### config.mk
export PLATFORM = sky130hd
export DESIGN_NAME = word_align_param_flat
export DESIGN_NICKNAME = d
export VERILOG_FILES = /design/src/rtl/word_align_pkg.sv /design/src/rtl/word_align_if.sv /design/src/rtl/word_align_match.sv /design/src/rtl/word_align_param.sv /design/src/flat_wrapper.sv
export SDC_FILE = /design/constraint.sdc
export NUM_CORES = 1
export LEC_CHECK = 0
export ABC_AREA = 1
export CORE_MARGIN = 5
export CORE_UTILIZATION = 50
export DETAILED_ROUTE_END_ITERATION = 16
export GPL_TIMING_DRIVEN = 0
export PLACE_DENSITY_LB_ADDON = 0.25
export SLEW_MARGIN = 15
export SYNTH_ARGS = -nofsm -noshare
export SYNTH_HDL_FRONTEND = slang
export SYNTH_SLANG_ARGS = --single-unit
### constraint.sdc
create_clock -name i_ddr_clk -period 1.8 [get_ports i_ddr_clk]
set_input_delay 0.36 -clock i_ddr_clk [delete_from_list [all_inputs] [get_ports i_ddr_clk]]
set_output_delay 0.36 -clock i_ddr_clk [all_outputs]
set_load 0.02 [all_outputs]
### src/rtl/word_align_pkg.sv
// Shared types and constants for the word aligner.
// State encoding, default marker pattern and small helpers.
package word_align_pkg;

    typedef enum logic [1:0] {
        SEARCH  = 2'd0,
        CONFIRM = 2'd1,
        LOCKED  = 2'd2
    } state_t;

    localparam logic [31:0] DEF_PAT_MASK  = 32'hC001C001;
    localparam logic [31:0] DEF_PAT_VALUE = 32'h80004000;

    function automatic int off_w(input int din_w);
        return (din_w > 1) ? $clog2(din_w) : 1;
    endfunction

    function automatic logic [7:0] sat_inc(input logic [7:0] v);
        return (v == 8'hFF) ? v : v + 8'd1;
    endfunction

endpackage

### src/rtl/word_align_if.sv
// Serial-in / aligned-word-out bundle of the word aligner.
// slave = aligner side, master = source/sink side.
interface word_align_if #(
    parameter int DIN_W  = 2,
    parameter int WORD_W = 32,
    parameter int OFF_W  = word_align_pkg::off_w(DIN_W)
);
    logic [DIN_W-1:0]  i_ddr_data;
    logic              i_resync;
    logic              i_fifo_full;
    logic              o_fifo_push;
    logic [WORD_W-1:0] o_fifo_data;
    logic              o_locked;
    logic [OFF_W-1:0]  o_offset;
    logic              o_lock_lost;
    logic              o_ovf;
    logic [7:0]        o_err_count;

    modport slave (
        input  i_ddr_data, i_resync, i_fifo_full,
        output o_fifo_push, o_fifo_data, o_locked,
        output o_offset, o_lock_lost, o_ovf, o_err_count
    );

    modport master (
        output i_ddr_data, i_resync, i_fifo_full,
        input  o_fifo_push, o_fifo_data, o_locked,
        input  o_offset, o_lock_lost, o_ovf, o_err_count
    );
endinterface

### src/rtl/word_align_match.sv
// Word classifier: marker match (real) and tolerated idle (zero).
module word_align_match
    import word_align_pkg::*;
#(
    parameter int                WORD_W     = 32,
    parameter logic [WORD_W-1:0] PAT_MASK   = WORD_W'(DEF_PAT_MASK),
    parameter logic [WORD_W-1:0] PAT_VALUE  = WORD_W'(DEF_PAT_VALUE),
    parameter int                ALLOW_ZERO = 1
) (
    input  logic [WORD_W-1:0] word,
    output logic              is_real,
    output logic              is_zero
);
    assign is_real = (word & PAT_MASK) == PAT_VALUE;
    assign is_zero = (ALLOW_ZERO != 0) && (word == '0);
endmodule

### src/rtl/word_align_param.sv
// Bit-offset word aligner: searches all offsets for the marker,
// confirms it on later words, then pushes aligned words downstream.
module word_align_param
    import word_align_pkg::*;
#(
    parameter int                DIN_W           = 2,
    parameter int                WORD_W          = 32,
    parameter logic [WORD_W-1:0] PAT_MASK        = WORD_W'(DEF_PAT_MASK),
    parameter logic [WORD_W-1:0] PAT_VALUE       = WORD_W'(DEF_PAT_VALUE),
    parameter int                MATCH_THRESHOLD = 2,
    parameter int                MISS_LIMIT      = 1,
    parameter int                ALLOW_ZERO      = 1
) (
    input  logic         i_ddr_clk,
    input  logic         i_rst_b,
    word_align_if.slave  bus
);
    localparam int SR_W  = WORD_W + DIN_W - 1;
    localparam int N     = WORD_W / DIN_W;
    localparam int PH_W  = (N > 1) ? $clog2(N) : 1;
    localparam int OFF_W = off_w(DIN_W);
    localparam logic [3:0] MATCH_LAST = 4'(MATCH_THRESHOLD - 1);
    localparam logic [3:0] MISS_LAST  = 4'(MISS_LIMIT - 1);

    state_t            state;
    logic [SR_W-1:0]   sr;
    logic [PH_W-1:0]   phase;
    logic [OFF_W-1:0]  off;
    logic [3:0]        match_cnt;
    logic [3:0]        miss_cnt;
    logic [7:0]        err_cnt;
    logic              push_q;
    logic [WORD_W-1:0] data_q;
    logic              lost_q;
    logic              ovf_q;

    logic [DIN_W-1:0]  hit_real;
    logic [DIN_W-1:0]  zero_unused;
    logic              hit_any;
    logic [OFF_W-1:0]  hit_k;
    logic [WORD_W-1:0] cand;
    logic              cand_real;
    logic              cand_zero;
    logic              at_end;
    logic [PH_W-1:0]   ph_nxt;

    for (genvar k = 0; k < DIN_W; k++) begin : g_off
        word_align_match #(
            .WORD_W(WORD_W), .PAT_MASK(PAT_MASK),
            .PAT_VALUE(PAT_VALUE), .ALLOW_ZERO(ALLOW_ZERO)
        ) u_match (
            .word(sr[WORD_W-1+k:k]),
            .is_real(hit_real[k]),
            .is_zero(zero_unused[k])
        );
    end

    // Scan downwards so the lowest real offset is the last one written.
    always_comb begin
        hit_any = 1'b0;
        hit_k   = '0;
        for (int k = DIN_W - 1; k >= 0; k--) begin
            if (hit_real[k]) begin
                hit_any = 1'b1;
                hit_k   = OFF_W'(k);
            end
        end
    end

    assign cand = sr[off +: WORD_W];

    word_align_match #(
        .WORD_W(WORD_W), .PAT_MASK(PAT_MASK),
        .PAT_VALUE(PAT_VALUE), .ALLOW_ZERO(ALLOW_ZERO)
    ) u_sel (
        .word(cand),
        .is_real(cand_real),
        .is_zero(cand_zero)
    );

    assign at_end = (phase == PH_W'(N - 1));
    assign ph_nxt = at_end ? '0 : phase + 1'b1;

    always_ff @(posedge i_ddr_clk or negedge i_rst_b) begin
        if (!i_rst_b) begin
            sr        <= '0;
            state     <= SEARCH;
            phase     <= '0;
            off       <= '0;
            match_cnt <= '0;
            miss_cnt  <= '0;
            err_cnt   <= '0;
            push_q    <= 1'b0;
            data_q    <= '0;
            lost_q    <= 1'b0;
            ovf_q     <= 1'b0;
        end else begin
            sr     <= {sr[SR_W-DIN_W-1:0], bus.i_ddr_data};
            push_q <= 1'b0;
            lost_q <= 1'b0;
            ovf_q  <= 1'b0;
            if (bus.i_resync) begin
                state     <= SEARCH;
                phase     <= '0;
                match_cnt <= '0;
                miss_cnt  <= '0;
                lost_q    <= (state == LOCKED);
            end else begin
                case (state)
                    SEARCH: begin
                        if (hit_any) begin
                            off       <= hit_k;
                            phase     <= '0;
                            match_cnt <= '0;
                            state     <= CONFIRM;
                        end
                    end
                    CONFIRM: begin
                        phase <= ph_nxt;
                        if (at_end) begin
                            if (cand_real) begin
                                match_cnt <= match_cnt + 4'd1;
                                if (match_cnt == MATCH_LAST) begin
                                    state    <= LOCKED;
                                    miss_cnt <= '0;
                                end
                            end else if (!cand_zero) begin
                                state   <= SEARCH;
                                err_cnt <= sat_inc(err_cnt);
                            end
                        end
                    end
                    LOCKED: begin
                        phase <= ph_nxt;
                        if (at_end) begin
                            if (cand_real) begin
                                miss_cnt <= '0;
                                if (bus.i_fifo_full) begin
                                    ovf_q <= 1'b1;
                                end else begin
                                    push_q <= 1'b1;
                                    data_q <= cand;
                                end
                            end else if (!cand_zero) begin
                                err_cnt <= sat_inc(err_cnt);
                                if (miss_cnt == MISS_LAST) begin
                                    state    <= SEARCH;
                                    miss_cnt <= '0;
                                    lost_q   <= 1'b1;
                                end else begin
                                    miss_cnt <= miss_cnt + 4'd1;
                                end
                            end
                        end
                    end
                    default: state <= SEARCH;
                endcase
            end
        end
    end

    assign bus.o_fifo_push = push_q;
    assign bus.o_fifo_data = data_q;
    assign bus.o_locked    = (state == LOCKED);
    assign bus.o_offset    = off;
    assign bus.o_lock_lost = lost_q;
    assign bus.o_ovf       = ovf_q;
    assign bus.o_err_count = err_cnt;

endmodule
### src/flat_wrapper.sv
// flat-port wrapper written by rule: the top's interface ports become plain ports
module word_align_param_flat import word_align_pkg::*;
#(
    parameter int                DIN_W           = 2,
    parameter int                WORD_W          = 32,
    parameter logic [WORD_W-1:0] PAT_MASK        = WORD_W'(DEF_PAT_MASK),
    parameter logic [WORD_W-1:0] PAT_VALUE       = WORD_W'(DEF_PAT_VALUE),
    parameter int                MATCH_THRESHOLD = 2,
    parameter int                MISS_LIMIT      = 1,
    parameter int                ALLOW_ZERO      = 1
)
  (i_ddr_clk, i_rst_b, bus_i_ddr_data, bus_i_resync, bus_i_fifo_full, bus_o_fifo_push, bus_o_fifo_data, bus_o_locked, bus_o_offset, bus_o_lock_lost, bus_o_ovf, bus_o_err_count);
  word_align_if #(.DIN_W(DIN_W), .WORD_W(WORD_W)) bus_i ();
  input  logic i_ddr_clk;
  input  logic i_rst_b;
  input wire logic [$bits(bus_i.i_ddr_data)-1:0] bus_i_ddr_data;
  input wire logic [$bits(bus_i.i_resync)-1:0] bus_i_resync;
  input wire logic [$bits(bus_i.i_fifo_full)-1:0] bus_i_fifo_full;
  output wire logic [$bits(bus_i.o_fifo_push)-1:0] bus_o_fifo_push;
  output wire logic [$bits(bus_i.o_fifo_data)-1:0] bus_o_fifo_data;
  output wire logic [$bits(bus_i.o_locked)-1:0] bus_o_locked;
  output wire logic [$bits(bus_i.o_offset)-1:0] bus_o_offset;
  output wire logic [$bits(bus_i.o_lock_lost)-1:0] bus_o_lock_lost;
  output wire logic [$bits(bus_i.o_ovf)-1:0] bus_o_ovf;
  output wire logic [$bits(bus_i.o_err_count)-1:0] bus_o_err_count;
  assign bus_i.i_ddr_data = bus_i_ddr_data;
  assign bus_i.i_resync = bus_i_resync;
  assign bus_i.i_fifo_full = bus_i_fifo_full;
  assign bus_o_fifo_push = bus_i.o_fifo_push;
  assign bus_o_fifo_data = bus_i.o_fifo_data;
  assign bus_o_locked = bus_i.o_locked;
  assign bus_o_offset = bus_i.o_offset;
  assign bus_o_lock_lost = bus_i.o_lock_lost;
  assign bus_o_ovf = bus_i.o_ovf;
  assign bus_o_err_count = bus_i.o_err_count;
  word_align_param #(.DIN_W(DIN_W), .WORD_W(WORD_W), .PAT_MASK(PAT_MASK), .PAT_VALUE(PAT_VALUE), .MATCH_THRESHOLD(MATCH_THRESHOLD), .MISS_LIMIT(MISS_LIMIT), .ALLOW_ZERO(ALLOW_ZERO)) u_core (.i_ddr_clk(i_ddr_clk), .i_rst_b(i_rst_b), .bus(bus_i));
endmodule
Word level (Yosys, flattened, before mapping)
Cells that the tools add are included.
Word-level totals
  bits of input ports: 6
  flip-flop bits (word level): 91
Cells by class
  shifts and indexed selects: 1
  $add $sub $neg: 4
  eq/ne operators: 19
  reductions and logical operators: 14
  bitwise operators: 5
  multiplexer cells: 47
Operator list (number)
  4-bit 2-to-1 mux: 14
  33-bit by 2-bit variable part select with 32-bit output: 1
  32-bit zero test: 1
  4-bit one-hot mux with 2 select lines: 3
  2-bit 2-to-1 mux: 10
  1-bit 2-to-1 mux: 19
  6-bit == test (second input constant): 3
  3-bit by 2-bit != test with 1-bit output (second input constant): 6
  4-bit by 1-bit adder with 4-bit output (second input constant): 3
  6-bit AND reduction: 2
  3-bit nonzero test: 3
  8-bit by 1-bit adder with 8-bit output (second input constant): 1
  8-bit == test (second input constant): 1
  4-bit by 3-bit != test with 1-bit output (second input constant): 2
  8-bit AND reduction: 1
  3-bit != test (second input constant): 2
  2-bit one-hot mux with 3 select lines: 1
  1-bit NOT: 5
  5-bit AND reduction: 1
  4-bit by 1-bit == test with 1-bit output (second input constant): 1
  4-bit == test (second input constant): 1
  4-bit zero test: 1
  4-bit != test (second input constant): 1
  4-bit AND reduction: 1
  6 further kinds: 6

Longest topological paths before layout
  depth after elaboration: 7
  gate-level depth with buffers: 14
  gate-level depth less buffers: 13

By module
Synthesis repeated with hierarchy kept, for this count alone.
Second synthesis, totals
  cells, all modules: 597
  area total of the unflattened synthesis: 4514.3 um^2
By module, submodules not included
  word_align_param: area an instance 4097.7 um^2, sequential area each 2277.2 um^2, cells each 498, instances 1
  word_align_match: area an instance 138.9 um^2, sequential area each 0.0 um^2, cells each 33, instances 3

Least setup slack after synthesis
Ideal clock, no wire load.
  kind: register -> register
  from: register u_core.state[0]
  to: register u_core.data_q[5] (netlist: u_core.bus.o_fifo_data[5])
  arrival time: 1860 ps
  period minus slack after synthesis: 1986 ps
  buffers on the path: 2
  cell stages (with the launch flop): 12
  slack: -186 ps
  path through: dfrtp_1 inv_1 ha_1 inv_1 nor2_1 nand2_1 nor3_4 inv_2 buf_6 buf_2 nand2_1 o21ai_2
Between the ends
  longest elaborated chain between the ends: 2
Ends and longest elaborated chain
  from (decl): RTL line word_align_param.sv:25  | state_t state;
  from (signal assigned): RTL line word_align_param.sv:87  | state <= SEARCH;
  from (signal assigned): RTL line word_align_param.sv:103  | state <= SEARCH;
  from (signal assigned): RTL line word_align_param.sv:115  | state <= CONFIRM;
  2-bit == test
  via bus_o_locked: RTL line flat_wrapper.sv:21  | output wire logic [$bits(bus_i.o_locked)-1:0] bus_o_locked;
  5-bit AND reduction (no line)
  to (signal assigned): RTL line word_align_param.sv:142  | data_q <= cand;
  to (decl): RTL line word_align_param.sv:33  | logic [WORD_W-1:0] data_q;
The timed path passes the listed nets, and every way through them passes these cells.
A chain may end at the register's enable or synchronous reset.

Worst setup path in the final report
  from: register u_core.off (netlist: u_core.bus.o_offset)
  to: register u_core.err_cnt[6] (netlist: u_core.bus.o_err_count[6])
Between the ends
  longest elaborated chain between the ends: 4
  elaborated cells between the ends (all ways): 6
  those cells by class: eq/ne: 1; shift: 1; bitwise: 2; reduce/logical: 2
Ends and longest elaborated chain
  from (decl): RTL line word_align_param.sv:28  | logic [OFF_W-1:0] off;
  from (signal assigned): RTL line word_align_param.sv:112  | off <= hit_k;
  33-bit by 2-bit variable part select with 32-bit output (*): RTL line word_align_param.sv:70  | assign cand = sr[off +: WORD_W];
  32-bit zero test / 6-bit == test (equally long branches): RTL line word_align_match.sv:15, word_align_match.sv:14
  1-bit NOT (no line)
  6-bit AND reduction (no line) (*)
  to (signal assigned): RTL line word_align_param.sv:129  | err_cnt <= sat_inc(err_cnt);
  to (signal assigned): RTL line word_align_param.sv:145  | err_cnt <= sat_inc(err_cnt);
  to (decl): RTL line word_align_param.sv:31  | logic [7:0] err_cnt;
Mark *: on every way between the ends. The rest lies on a longest branch, timed or not.

==> results by group <==
Power
  • Sequential share of power: 54.3%
  • Worst-case vdd ir drop: 0.440 mV
  • Switch Pwr: 1.20 mW
  • Internal Power: 2.81 mW
  • Net Sw Frac: 29.8%
  • Leakage: 2.82 nW
  • Power Density: 713 nW/µm²
  • Clock power share: 30.3%
  • Total power: 4.01 mW
  • Comb pwr share: 15.4%

Detailed routing
  • Initial DRC Count: 180
  • Vias: 3480
  • Avg WL per Cell: 14.2 µm
  • DRC viols: 0
  • Pre-antenna DRT Iters: 4
  • Vias/cell: 5.06
  • Number of routed nets with antenna violations: 0
  • Final WL: 9770 µm

STA
  • Post-route minimum period: 1.93 ns
  • # setup viols final: 45
  • Hold Vio Cnt, Final: 0
  • Worst-Margin Slew: 0.479 ns
  • Max-slew violations: 0
  • Period Utilization, post-route: 107%
  • Max frequency: 518 MHz
  • Clock skew: 0.0126 ns
  • Setup ws final: -0.131 ns
  • Unrepaired setup endpoints after global routing: yes
  • Worst relative slew slack: 68.0%

Status
  • Outcome: complete, but fails checks
  • Failing checks: setup timing

Clocking
  • Htree depth: 3
  • Worst-Skew Late Latency: 0.36 ns
  • Longest Clk Path Bufs: 2
  • CTS tree: yes
  • Clock Pin Slew Worst Setup and Hold Paths: 0.08 ns
  • CTS Root Buffer Type: clkbuf_8
  • CTS sink cnt: 91
  • CTS Buf Count: 9

Worst setup path
  • WP depth: 13
  • Critical path buffers and inverters: 3
  • Reg2reg path depth: 13
  • Reg2reg start: u_core.bus.o_offset
  • CP startpoint kind: register
  • Highest-delay cell along the critical path: dfrtp_2
  • RR Endpoint: u_core.bus.o_err_count[6]
  • WP data required: 2.04 ns
  • CP peak stage delay: 0.47 ns
  • Critical path class: reg -> reg
  • Arrival time worst endpoint: 2.17 ns
  • Reg2reg setup slack: -0.13 ns
  • Cell Chain, Critical Path: clkinv_4 -> clkbuf_16 -> o21ai_2 -> nand2_1 -> nor2_2 -> nand2_2 -> nor2_4 -> nand2_2 -> nand2_2 -> nor2_4 -> buf_6 -> nand3b_1 -> nand2_1
  • Top delay family on crit path: simple AND/OR/NAND/NOR gates
  • Most frequent CP cell: nand2_2
  • Worst setup EP type: register
  • CP max FO: 7

Hold path
  • Worst hold stages: 0
  • Hold Crit Endpoint: u_core.sr[8]
  • Hold WC Path Type: reg -> reg
  • Worst min-delay path startpoint: u_core.sr[6]

Global route
  • Initial antenna violation count: 0
  • Pin count of the biggest net entering global routing: 59
  • Gr usage total: 18.9%
  • Global-route wire length before repair: 15500 µm
  • Vias in the first global route: 3444
  • Grt total ovfl: 0

Flow run
  • Max-Cap Viols: 0

Floorplan
  • Row cnt: 33
  • Die width: 101 µm
  • Die ar.: 10300 µm²
  • Die Ht: 101 µm
  • Core area: 8180 µm²
  • IO Pins: 51
  • Starting Density: 51.1%

Final layout
  • Nets: 594
  • Area Growth Syn to Fin: 34.7%
  • # fillers: 635
  • Commonest cells after routing, fill and taps aside: 133 x nand2_1, 90 x dfrtp_1, 63 x inv_1
  • Most common cell after layout, fill and taps aside: nand2_1
  • Share of layout cells above drive strength 1: 25.2%
  • Diode count: 0
  • Fin util: 68.8%

Logic synthesis
  • Syn_area_per_cell: 8.45 µm²
  • Total of warnings raised by yosys: 0
  • Mapped Nets: 510
  • Mapped Area: 4180 µm²
  • Flops & latches, synth: 91
  • Syn Inst Count: 494
  • Netlist cell types: 28
  • Seq/Total Area, Yosys: 54.5%

Placed design
  • GPL Wtd Cong: 0.850
  • Hpwl dp: 6300 µm
  • PortBufs: 49
==> power groups by stage <==
stage | sequential, mW | clock [mW] | combinational, mW
6_report | 2.18 | 1.22 | 0.617
5_1_grt | 2.19 | 1.33 | 0.695
4_1_cts | 2.17 | 1.24 | 0.553
3_5_place_dp | 2.21 | 0 | 0.517
3_3_place_gp | 2.21 | 0 | 0.491
2_1_floorplan | 2.20 | 0 | 0.364
==> kinds of logic after synthesis <==
family | after synthesis | synth area share [%]
AO/OA/AOI/OAI | 61 | 8.33
adder cells (fa/ha/maj) | 10 | 3.00
flip-flops | 91 | 54.5
AND/OR/NAND/NOR | 246 | 24.5
XOR/XNOR | 5 | 1.05
buffers and inverters | 81 | 8.60
==> flip-flops by register name, summed over array words and instances (netlist names) <==
| name | count |
|---|---|
| u_core.bus.o_offset | 1 |
| u_core.state | 2 |
| u_core.bus.o_lock_lost | 1 |
| u_core.miss_cnt | 4 |
| u_core.phase | 4 |
| u_core.bus.o_fifo_push | 1 |
| u_core.bus.o_err_count | 8 |
| u_core.match_cnt | 4 |
| u_core.sr | 33 |
| u_core.bus.o_ovf | 1 |
| u_core.bus.o_fifo_data | 32 |
==> layer usage <==
metal	GRT usage [%]	routed length, µm	up-vias
li1	-	-	1705
met3	3.10	482	14
met4	6.54	115	0
met1	24.5	4140	1685
met2	32.0	5030	76
met5	0	0	-
==> synth_stat cells <==
cell type	count	area share (%)
buf_2	5	0.60
nand3_1	23	2.8
nor2_1	25	2.2
o21ai_2	9	1.9
inv_2	2	0.18
nand2_2	1	0.15
buf_4	1	0.18
ha_1	10	3.0
nor3_4	1	0.39
nor3_2	1	0.24
xor2_1	5	1.0
nor2_2	2	0.30
buf_6	6	1.6
nand2_1	176	16
or2_2	2	0.30
clkbuf_1	2	0.18
o311ai_0	1	0.21
nand3b_1	3	0.54
inv_1	65	5.8
nor3b_1	3	0.54
o21ai_0	21	2.5
nand4_1	4	0.60
dfrtp_1	91	55
o21ai_1	21	2.5
a21oi_1	7	0.84
nor3_1	5	0.60
a22oi_1	1	0.18
o21a_1	1	0.18
==> worst max path at each step <==
stage / start / to / slack (ns)
after global placement: i_rst_b / u_core.bus.o_offset / -3.20
after global routing: u_core.bus.o_offset / u_core.bus.o_err_count[6] / -0.24
after CTS: u_core.state[1] / u_core.state[0] / -0.15
after detailed placement: u_core.bus.o_offset / u_core.bus.o_err_count[6] / -0.32
after floorplan: u_core.phase[0] / u_core.bus.o_fifo_data[5] / 0.004
final: u_core.bus.o_offset / u_core.bus.o_err_count[6] / -0.13
==> per-stage QoR <==
step | hold WS [ns] | setup TNS, ns | instance area (µm²) | instances | setup WS (ns)
after floorplan | 0.0644 | 0 | 4200 | 494 | 0.00425
after global placement | 0.356 | -270.04 | 4820 | 648 | -3.20
after detailed placement | 0.345 | -11.58 | 4850 | 649 | -0.317
after CTS | 0.377 | -2.34 | 5180 | 672 | -0.151
after global routing | 0.388 | -9.70 | 5630 | 688 | -0.240
final | 0.381 | -4.18 | 5630 | 688 | -0.131
==> layout make-up <==
class                   instances  area (µm²)  area share [%]
flip-flops and latches         91        2280            40.5
plain buffers                  14         174            3.09
repair buffers                 72         772            13.7
repair inverters                1        5.00          0.0890
clock buffers                  12         135            2.40
clock inverters                 4        26.3           0.467
inverters                      67         256            4.56
multi-input cells             322        1850            32.8
well taps                     105         131            2.34
==> worst reg2reg max path, stage by stage, from the launching register on <==
cell       delay [ns]
dfrtp_2          0.47
clkinv_4         0.13
clkbuf_16        0.18
o21ai_2          0.13
nand2_1          0.08
nor2_2           0.14
nand2_2          0.08
nor2_4           0.11
nand2_2          0.09
nand2_2          0.10
nor2_4           0.06
buf_6            0.13
nand3b_1         0.07
nand2_1          0.06
==> timing repair <==
item / in CTS / in global routing
setup endpoints to repair: 51 / 53
setup buffers: 6 / 9
cloned: 0 / 7
resized for setup: 39 / 87
pin swaps: 4 / 30
hold buffers: 1 / 0
hold endpoints to repair: 33 / 0
No activity file was read; power rests on OpenSTA's default activity.
